## config.mk

```make
export PLATFORM = sky130hd
export DESIGN_NAME = vga_timing_engine
export DESIGN_NICKNAME = d
export VERILOG_FILES = /design/src/rtl/vga_pkg.sv /design/src/rtl/vga_delay_line.sv /design/src/rtl/vga_timing_engine.sv
export SDC_FILE = /design/constraint.sdc
export NUM_CORES = 1
export LEC_CHECK = 0
export CAP_MARGIN = 20
export CORE_UTILIZATION = 45
export DETAILED_ROUTE_END_ITERATION = 7
export PLACE_DENSITY = 0.79
export SLEW_MARGIN = 10
export SYNTH_ARGS = -nofsm -noshare
export SYNTH_HDL_FRONTEND = slang
export SYNTH_HIERARCHICAL = 1
export SYNTH_SLANG_ARGS = --single-unit
```

## constraint.sdc

```tcl
create_clock -name clk -period 3.52 [get_ports clk]
set_input_delay 0.528 -clock clk [delete_from_list [all_inputs] [get_ports clk]]
set_output_delay 0.528 -clock clk [all_outputs]
set_load 0.05 [all_outputs]
```

## src/rtl/vga_pkg.sv

```systemverilog
// Shared 640x480@60 timing defaults, sync polarities and a window-compare helper.
// No logic, no latency, no backpressure.
package vga_pkg;

    localparam int VGA_H_ACTIVE = 640;
    localparam int VGA_H_FP     = 16;
    localparam int VGA_H_SYNC   = 96;
    localparam int VGA_H_BP     = 48;

    localparam int VGA_V_ACTIVE = 480;
    localparam int VGA_V_FP     = 10;
    localparam int VGA_V_SYNC   = 2;
    localparam int VGA_V_BP     = 33;

    localparam logic VGA_HSYNC_POL = 1'b0;
    localparam logic VGA_VSYNC_POL = 1'b0;

    // True when start <= pos < start+len; evaluated in 32 bits so a window ending at 2^COORD_W never truncates.
    function automatic logic in_window(input int pos, input int start, input int len);
        return (pos >= start) && (pos < start + len);
    endfunction

endpackage

```

## src/rtl/vga_delay_line.sv

```systemverilog
// Strobe-enabled shift register, DEPTH stages of WIDTH bits; DEPTH=0 is a plain wire.
// Latency DEPTH enabled strobes; no backpressure, holds while i_en is low.
module vga_delay_line #(
    parameter int WIDTH = 1,
    parameter int DEPTH = 1
) (
    input  logic             clk,
    input  logic             rst_n,
    input  logic             i_en,
    input  logic [WIDTH-1:0] i_dat,
    output logic [WIDTH-1:0] o_dat
);

    generate
        if (DEPTH == 0) begin : g_wire
            logic w_unused;
            assign w_unused = &{1'b0, clk, rst_n, i_en};
            assign o_dat    = i_dat;
        end else begin : g_shift
            logic [DEPTH-1:0][WIDTH-1:0] r_stage;

            always_ff @(posedge clk or negedge rst_n) begin
                if (!rst_n) begin
                    r_stage <= '0;
                end else if (i_en) begin
                    r_stage[0] <= i_dat;
                    for (int i = 1; i < DEPTH; i++) begin
                        r_stage[i] <= r_stage[i-1];
                    end
                end
            end

            assign o_dat = r_stage[DEPTH-1];
        end
    endgenerate

endmodule

```

## src/rtl/vga_timing_engine.sv

```systemverilog
// VGA raster counters with sync/de delayed PIPE_DELAY strobes behind pix_x/pix_y.
// Advances only on vga_clk strobes; no backpressure, everything holds between strobes.
module vga_timing_engine
    import vga_pkg::*;
#(
    parameter int   H_ACTIVE    = VGA_H_ACTIVE,
    parameter int   H_FP        = VGA_H_FP,
    parameter int   H_SYNC      = VGA_H_SYNC,
    parameter int   H_BP        = VGA_H_BP,
    parameter int   V_ACTIVE    = VGA_V_ACTIVE,
    parameter int   V_FP        = VGA_V_FP,
    parameter int   V_SYNC      = VGA_V_SYNC,
    parameter int   V_BP        = VGA_V_BP,
    parameter logic HSYNC_POL   = VGA_HSYNC_POL,
    parameter logic VSYNC_POL   = VGA_VSYNC_POL,
    parameter int   COORD_W     = 10,
    parameter int   PIPE_DELAY  = 2,
    parameter int   FRAME_CNT_W = 16
) (
    input  logic                   clk,
    input  logic                   rst_n,
    input  logic                   vga_clk,
    output logic [COORD_W-1:0]     pix_x,
    output logic [COORD_W-1:0]     pix_y,
    output logic                   hor_sync,
    output logic                   ver_sync,
    output logic                   de,
    output logic                   line_start,
    output logic                   frame_start,
    output logic [FRAME_CNT_W-1:0] frame_count
);

    localparam int H_TOTAL = H_ACTIVE + H_FP + H_SYNC + H_BP;
    localparam int V_TOTAL = V_ACTIVE + V_FP + V_SYNC + V_BP;

    generate
        if (H_TOTAL > (1 << COORD_W) || V_TOTAL > (1 << COORD_W)) begin : g_bad_total
            $error("vga_timing_engine: line or frame total does not fit in COORD_W bits");
        end
        if (PIPE_DELAY < 0 || PIPE_DELAY > 15) begin : g_bad_delay
            $error("vga_timing_engine: PIPE_DELAY must be within 0..15");
        end
    endgenerate

    logic [COORD_W-1:0]     r_h;
    logic [COORD_W-1:0]     r_v;
    logic                   r_line_start;
    logic                   r_frame_start;
    logic [FRAME_CNT_W-1:0] r_frame_count;

    logic [COORD_W-1:0]     w_h_nxt;
    logic [COORD_W-1:0]     w_v_nxt;
    logic                   w_h_wrap;
    logic                   w_v_wrap;
    logic                   w_hs_raw;
    logic                   w_vs_raw;
    logic                   w_de_raw;
    logic [2:0]             w_dly;

    always_comb begin
        w_h_wrap = (int'(r_h) == H_TOTAL - 1);
        w_v_wrap = (int'(r_v) == V_TOTAL - 1);
        w_h_nxt  = w_h_wrap ? '0 : r_h + COORD_W'(1);
        w_v_nxt  = r_v;
        if (w_h_wrap) begin
            w_v_nxt = w_v_wrap ? '0 : r_v + COORD_W'(1);
        end
    end

    // Raw timing is decoded from the next count so stage 0 of the delay line lines up with pix_x/pix_y.
    always_comb begin
        w_hs_raw = in_window(int'(w_h_nxt), H_ACTIVE + H_FP, H_SYNC);
        w_vs_raw = in_window(int'(w_v_nxt), V_ACTIVE + V_FP, V_SYNC);
        w_de_raw = (int'(w_h_nxt) < H_ACTIVE) && (int'(w_v_nxt) < V_ACTIVE);
    end

    always_ff @(posedge clk or negedge rst_n) begin
        if (!rst_n) begin
            r_h           <= '0;
            r_v           <= '0;
            r_line_start  <= 1'b0;
            r_frame_start <= 1'b0;
            r_frame_count <= '0;
        end else begin
            r_line_start  <= 1'b0;
            r_frame_start <= 1'b0;
            if (vga_clk) begin
                r_h           <= w_h_nxt;
                r_v           <= w_v_nxt;
                r_line_start  <= w_h_wrap;
                r_frame_start <= w_h_wrap && w_v_wrap;
                if (w_h_wrap && w_v_wrap) begin
                    r_frame_count <= r_frame_count + FRAME_CNT_W'(1);
                end
            end
        end
    end

    // Sync is carried active-high through the chain so a cleared stage always means "deasserted".
    vga_delay_line #(
        .WIDTH (3),
        .DEPTH (PIPE_DELAY + 1)
    ) u_delay (
        .clk   (clk),
        .rst_n (rst_n),
        .i_en  (vga_clk),
        .i_dat ({w_hs_raw, w_vs_raw, w_de_raw}),
        .o_dat (w_dly)
    );

    assign pix_x       = r_h;
    assign pix_y       = r_v;
    assign hor_sync    = w_dly[2] ? HSYNC_POL : ~HSYNC_POL;
    assign ver_sync    = w_dly[1] ? VSYNC_POL : ~VSYNC_POL;
    assign de          = w_dly[0];
    assign line_start  = r_line_start;
    assign frame_start = r_frame_start;
    assign frame_count = r_frame_count;

endmodule

```

## Word-level counts from Yosys, hierarchy flattened

Index checks and enable logic that the tools add are counted.

| cells by class | value |
|---|---|
| order comparisons | 6 |
| muxes and demuxes | 7 |
| equal/unequal tests | 2 |
| reduce and logical (&&, ||, !) cells | 5 |
| add/sub/neg operators | 3 |

Operators with widths:

| cell | number |
|---|---|
| 10-bit 2-to-1 mux | 3 |
| 10-bit by 1-bit adder with 10-bit output (second input constant) | 2 |
| 10-bit < comparator (second input constant) | 2 |
| 10-bit by 9-bit < comparator with 1-bit output (second input constant) | 2 |
| 16-bit by 1-bit adder with 16-bit output (second input constant) | 1 |
| 10-bit == test (second input constant) | 1 |
| 10-bit by 9-bit == test with 1-bit output (second input constant) | 1 |
| 10-bit >= comparator (second input constant) | 1 |
| 10-bit by 9-bit >= comparator with 1-bit output (second input constant) | 1 |
| 1-bit logical AND | 4 |
| 1-bit 2-to-1 mux | 4 |
| 2-bit AND reduction | 1 |

| storage, ports and cells | value |
|---|---|
| bits in registers | 47 |
| bits of input ports | 3 |
| logic and storage cells | 31 |
| output and inout port bits | 41 |

## Depth between registers and ports, before layout

| depth | value |
|---|---|
| depth after elaboration | 5 |
| depth in mapped cells | 11 |
| gate-level depth less buffers | 10 |

## Hierarchy

The synthesis kept the hierarchy.

Modules (own cells, without submodules):

| module | instances | area each (um2) | seq. area each (um2) | cells an instance |
|---|---|---|---|---|
| vga_timing_engine | 1 | 2233.4 | 950.9 | 244 |
| vga_delay_line | 1 | 394.1 | 225.2 | 22 |

## Worst setup path before layout

OpenSTA, ideal clock, no wires.

| timing path | value |
|---|---|
| path kind | flip-flop to flip-flop |
| start | reg r_h[0] (netlist: pix_x[0]) |
| end | reg u_delay/g_shift.r_stage[0] in the netlist's numbering |
| setup slack | 1.183 ns |
| data required time | 3.395 ns |
| library setup time | 0.125 ns |
| cell stages (with the launch flop) | 8 |
| arrival time | 2.212 ns |
| cells stage by stage | dfrtp_1 > ha_1 > and4_4 > nand2_1 > a2111oi_0 > o22ai_1 > o2111a_1 > mux2_4 |

| between the ends | value |
|---|---|
| longest elaborated chain between the ends | 4 |

RTL lines:

| item | line | RTL |
|---|---|---|
| from (decl) | vga_timing_engine.sv:45 | `logic [COORD_W-1:0] r_h;` |
| from (signal assigned) | vga_timing_engine.sv:88 | `r_h <= w_h_nxt;` |
| 10-bit by 1-bit adder with 10-bit output or 10-bit by 9-bit == test with 1-bit output (tied branches) | vga_timing_engine.sv:63, vga_timing_engine.sv:61 |  |
| 10-bit 2-to-1 mux, on equally long branches | vga_timing_engine.sv:63, vga_timing_engine.sv:65 |  |
| 10-bit < comparator or 10-bit by 9-bit < comparator with 1-bit output (tied branches) | vga_timing_engine.sv:74 | `w_de_raw = (int'(w_h_nxt) < H_ACTIVE) && (int'(w_v_nxt) < V_ACTIVE);` |
| 1-bit logical AND * | vga_timing_engine.sv:74 |  |
| net w_de_raw | vga_timing_engine.sv:57 | `logic w_de_raw;` |
| to (signal, indexed assignment) | vga_delay_line.sv:28 | `r_stage[i] <= r_stage[i-1];` |
| to (decl) | vga_delay_line.sv:20 | `logic [DEPTH-1:0][WIDTH-1:0] r_stage;` |

Mark *: on every way through the listed nets, which the timed path passes. The rest lies on a longest branch.
A chain may end at the register's enable or synchronous reset.

## Final worst setup path

| timing path | value |
|---|---|
| start | reg r_h[0] (netlist: pix_x[0]) |
| end | reg r_frame_count[8] (netlist: frame_count[8]) |

| between the ends | value |
|---|---|
| longest elaborated chain between the ends | 3 |

RTL lines:

| item | line | RTL |
|---|---|---|
| 10-bit by 9-bit == test with 1-bit output | vga_timing_engine.sv:61 | `w_h_wrap = (int'(r_h) == H_TOTAL - 1);` |
| 1-bit logical AND | vga_timing_engine.sv:92 | `if (w_h_wrap && w_v_wrap) begin` |
| 2-bit AND reduction (no source line) | n/a |  |
| to (signal assigned) | vga_timing_engine.sv:93 | `r_frame_count <= r_frame_count + FRAME_CNT_W'(1);` |
| to (decl) | vga_timing_engine.sv:49 | `logic [FRAME_CNT_W-1:0] r_frame_count;` |

Every way passes these cells.

==> flow_metrics.py <==
metrics = {
    "global_route": {
        "grt_pass1_wl_microns": 9000,
        "antenna_found_initial": 0,
        "grtUsageTotal_pct": 18.5,
        "grt_max_degree": 48,
        "gr-total-overflow": 0,
        "grt_pass1_vias": 1947,
    },
    "timing": {
        "setup_violations": 0,
        "rsz0062_at_grt": "false",
        "fin_worst_skew_ns": 0.00707,
        "fin_crit_sh_pct": 68.7,
        "finalSetupTns_ns": 0,
        "slew_viol_final": 0,
        "period_needed_ns": 2.42,
        "slew_headroom_pct": 63.1,
        "tightest_slew_ns": 0.548,
        "finalHoldViolCount": 0,
        "max_freq_ghz": 0.413,
        "fin_ws_ns": 1.10,
    },
    "detailed_routing": {
        "viasPerCell": 5.49,
        "num_vias": 2053,
        "drt_iter0_drc": 153,
        "wl_microns": 5280,
        "remaining_drc_errors": 0,
        "ant_nets": 0,
        "drt-wirelength-per-cell_microns": 14.1,
        "first_pass_iters": 4,
    },
    "critical_path": {
        "worstPathArrival_ns": 2.65,
        "r2r-end": "frame_count[8]",
        "cp-start-kind": "flip-flop",
        "reg2regPathDepth": 10,
        "cp_max_fo": 10,
        "required_ns": 3.75,
        "r2r-start": "pix_x[0]",
        "ff2ff_setup_slack_ns": 1.10,
        "critPathKind": "reg2reg",
        "endpoint_kind": "flip-flop",
    },
    "synthesis": {
        "synth_edf_count": 0,
        "syn_nets": 274,
        "async_flop_share_pct": 100,
        "synthesis.instances": 266,
        "synth_top_area_share_pct": 44.8,
        "synthTopCellsByCount": "dfrtp_1 (47), nand2_1 (30), nor2_1 (23)",
        "synth_area_leader_cell": "dfrtp_1",
        "ys_ff_latch": 47,
        "ys_seq_area_share_pct": 44.8,
        "yosysMostFrequentCell": "dfrtp_1",
        "yosysWarningCount": 6,
        "netlist_area_sq_mm": 0.00263,
        "synth_cell_types": 48,
        "synth_area_leaders": "dfrtp_1 (45%), mux2_4 (5.1%), nand2_1 (4.3%), xnor2_1 (3.7%), xor2_1 (3.7%)",
        "syn_avg_cell_area_sq_um": 9.88,
        "ys.flop_type": "dfrtp_1",
    },
    "clocking": {
        "cts_tree": "done",
        "numCtsBuffers": 5,
        "clock_path_buffers": 2,
        "holdBufCountCts": 0,
        "path_clk_slew_ns": 0.09,
        "cts_resized": 0,
        "cts-root-buf": "clkbuf_8",
        "post_cts_buffers": 0,
        "htreeDepth": 2,
        "cts_sinks": 47,
        "clk_latency_ns": 0.30,
    },
    "pwr": {
        "total_power_mw": 1.62,
        "powerDensity_mw_per_mm2": 509,
        "leakagePower_nw": 1.36,
        "peakVddDrop_mv": 0.368,
    },
    "job": {
        "drv_cap": 0,
    },
    "floorplanning": {
        "dieHeight_microns": 78.4,
        "die_area_sq_mm": 0.00615,
        "initial_core_util_pct": 47.1,
        "rows": 27,
        "core-area_sq_mm": 0.00557,
        "die_x_microns": 78.4,
        "pin_count": 44,
    },
    "placement": {
        "post_dp_cell_area_sq_mm": 0.00305,
        "post-place-ws_ns": 1.14,
        "dp_hpwl_microns": 3630,
        "gp_congestion": 0.908,
        "numPortBuffers": 43,
    },
    "layout": {
        "syn_to_final_growth_pct": 21.1,
        "num-fill-cells": 494,
        "fin_nets": 309,
        "n_antenna_cell": 0,
        "drive_gt1_share_pct": 10.6,
        "final_cell_area_sq_mm": 0.00318,
    },
    "hold_path": {
        "hold_path.class": "in2async",
    },
    "status": {
        "status": "complete, no violations",
    },
}
-- kinds of logic (layout without fill, tap and decap cells) --
family	count (synthesis)	after routing	synth area share, %
buffers and inverters	26	62	6.14
and+or+nand+nor	110	110	23.1
DFF	47	47	44.8
AOI/OAI and AO/OA	45	45	10.3
adders and majority gates	5	5	2.38
xor gates and xnor gates	22	22	7.33
muxes	11	11	5.95
-- placed cells by master, fill, tap and decap left out, types with 6 or more instances in the layout --
master / n
xor2_1: 11
nor3_1: 7
xnor2_1: 11
a21oi_1: 11
and3_1: 9
nor2_1: 23
o21ai_0: 17
nand3_1: 15
inv_1: 6
nand2_1: 30
clkdlybuf4s50_1: 42
dfrtp_1: 47
mux2_4: 9
-- worst max path at each step --
| stage | startpoint | endpoint | slack [ns] | depth (start not counted) |
|---|---|---|---|---|
| floorplan | pix_x[0] | u_delay/g_shift.r_stage[0] | 1.18 | 7 |
| global placement | pix_x[0] | frame_count[8] | 1.18 | 10 |
| detailed placement | pix_x[0] | frame_count[8] | 1.14 | 10 |
| CTS | pix_x[0] | frame_count[8] | 1.10 | 10 |
| global route | pix_x[0] | frame_count[8] | 0.89 | 10 |
| finish | pix_x[0] | frame_count[8] | 1.10 | 10 |
-- routing by layer --
metal | global-route usage, % | routed length, microns
met1 | 24.8 | 2430
met2 | 29.0 | 2510
met3 | 2.91 | 268
met4 | 9.07 | 61
met5 | 0 | 0
-- worst max-delay path, stage by stage (launching register included) --
cell and delay [ns]:
dfrtp_1 0.44, ha_1 0.25, and4_4 0.28, and3b_1 0.46
nand2_8 0.14, inv_8 0.11, nand2_8 0.08, inv_6 0.09
nand4_4 0.16, nor3_2 0.18, xor2_1 0.16
-- through the flow --
stage | hold WS [ns] | std cells | util (%)
5_1_grt | 0.200 | 374 | 57.1
4_1_cts | 0.437 | 373 | 56.7
6_report | 0.171 | 374 | 57.1
3_5_place_dp | 0.458 | 365 | 54.6
2_1_floorplan | 0.232 | 266 | -
3_3_place_gp | 0.456 | 365 | 54.6
-- sequential cells by signal (all words and copies together), names as in the netlist --
signal,flops
frame_count,16
frame_start,1
line_start,1
pix_x,10
pix_y,10
u_delay/g_shift.r_stage,6
u_delay/o_dat,3
-- where the power goes --
group | switching [mW] | internal [mW]
logic | 0.322 | 0.200
registers | 0.0927 | 0.600
clock network | 0.189 | 0.215
-- layout make-up --
type                       instances  area [sq um]  share of cell area, %
multi-input combinational        193          1300                   40.7
sequential                        47          1180                   37.0
timing repair buffer              46           460                   14.5
tap                               72          90.1                   2.83
clock buffer                       5          68.8                   2.16
clock inverter                     3          47.5                   1.49
inverter                           8          42.5                   1.34
Note: power is estimated with default switching activity, not from simulation.
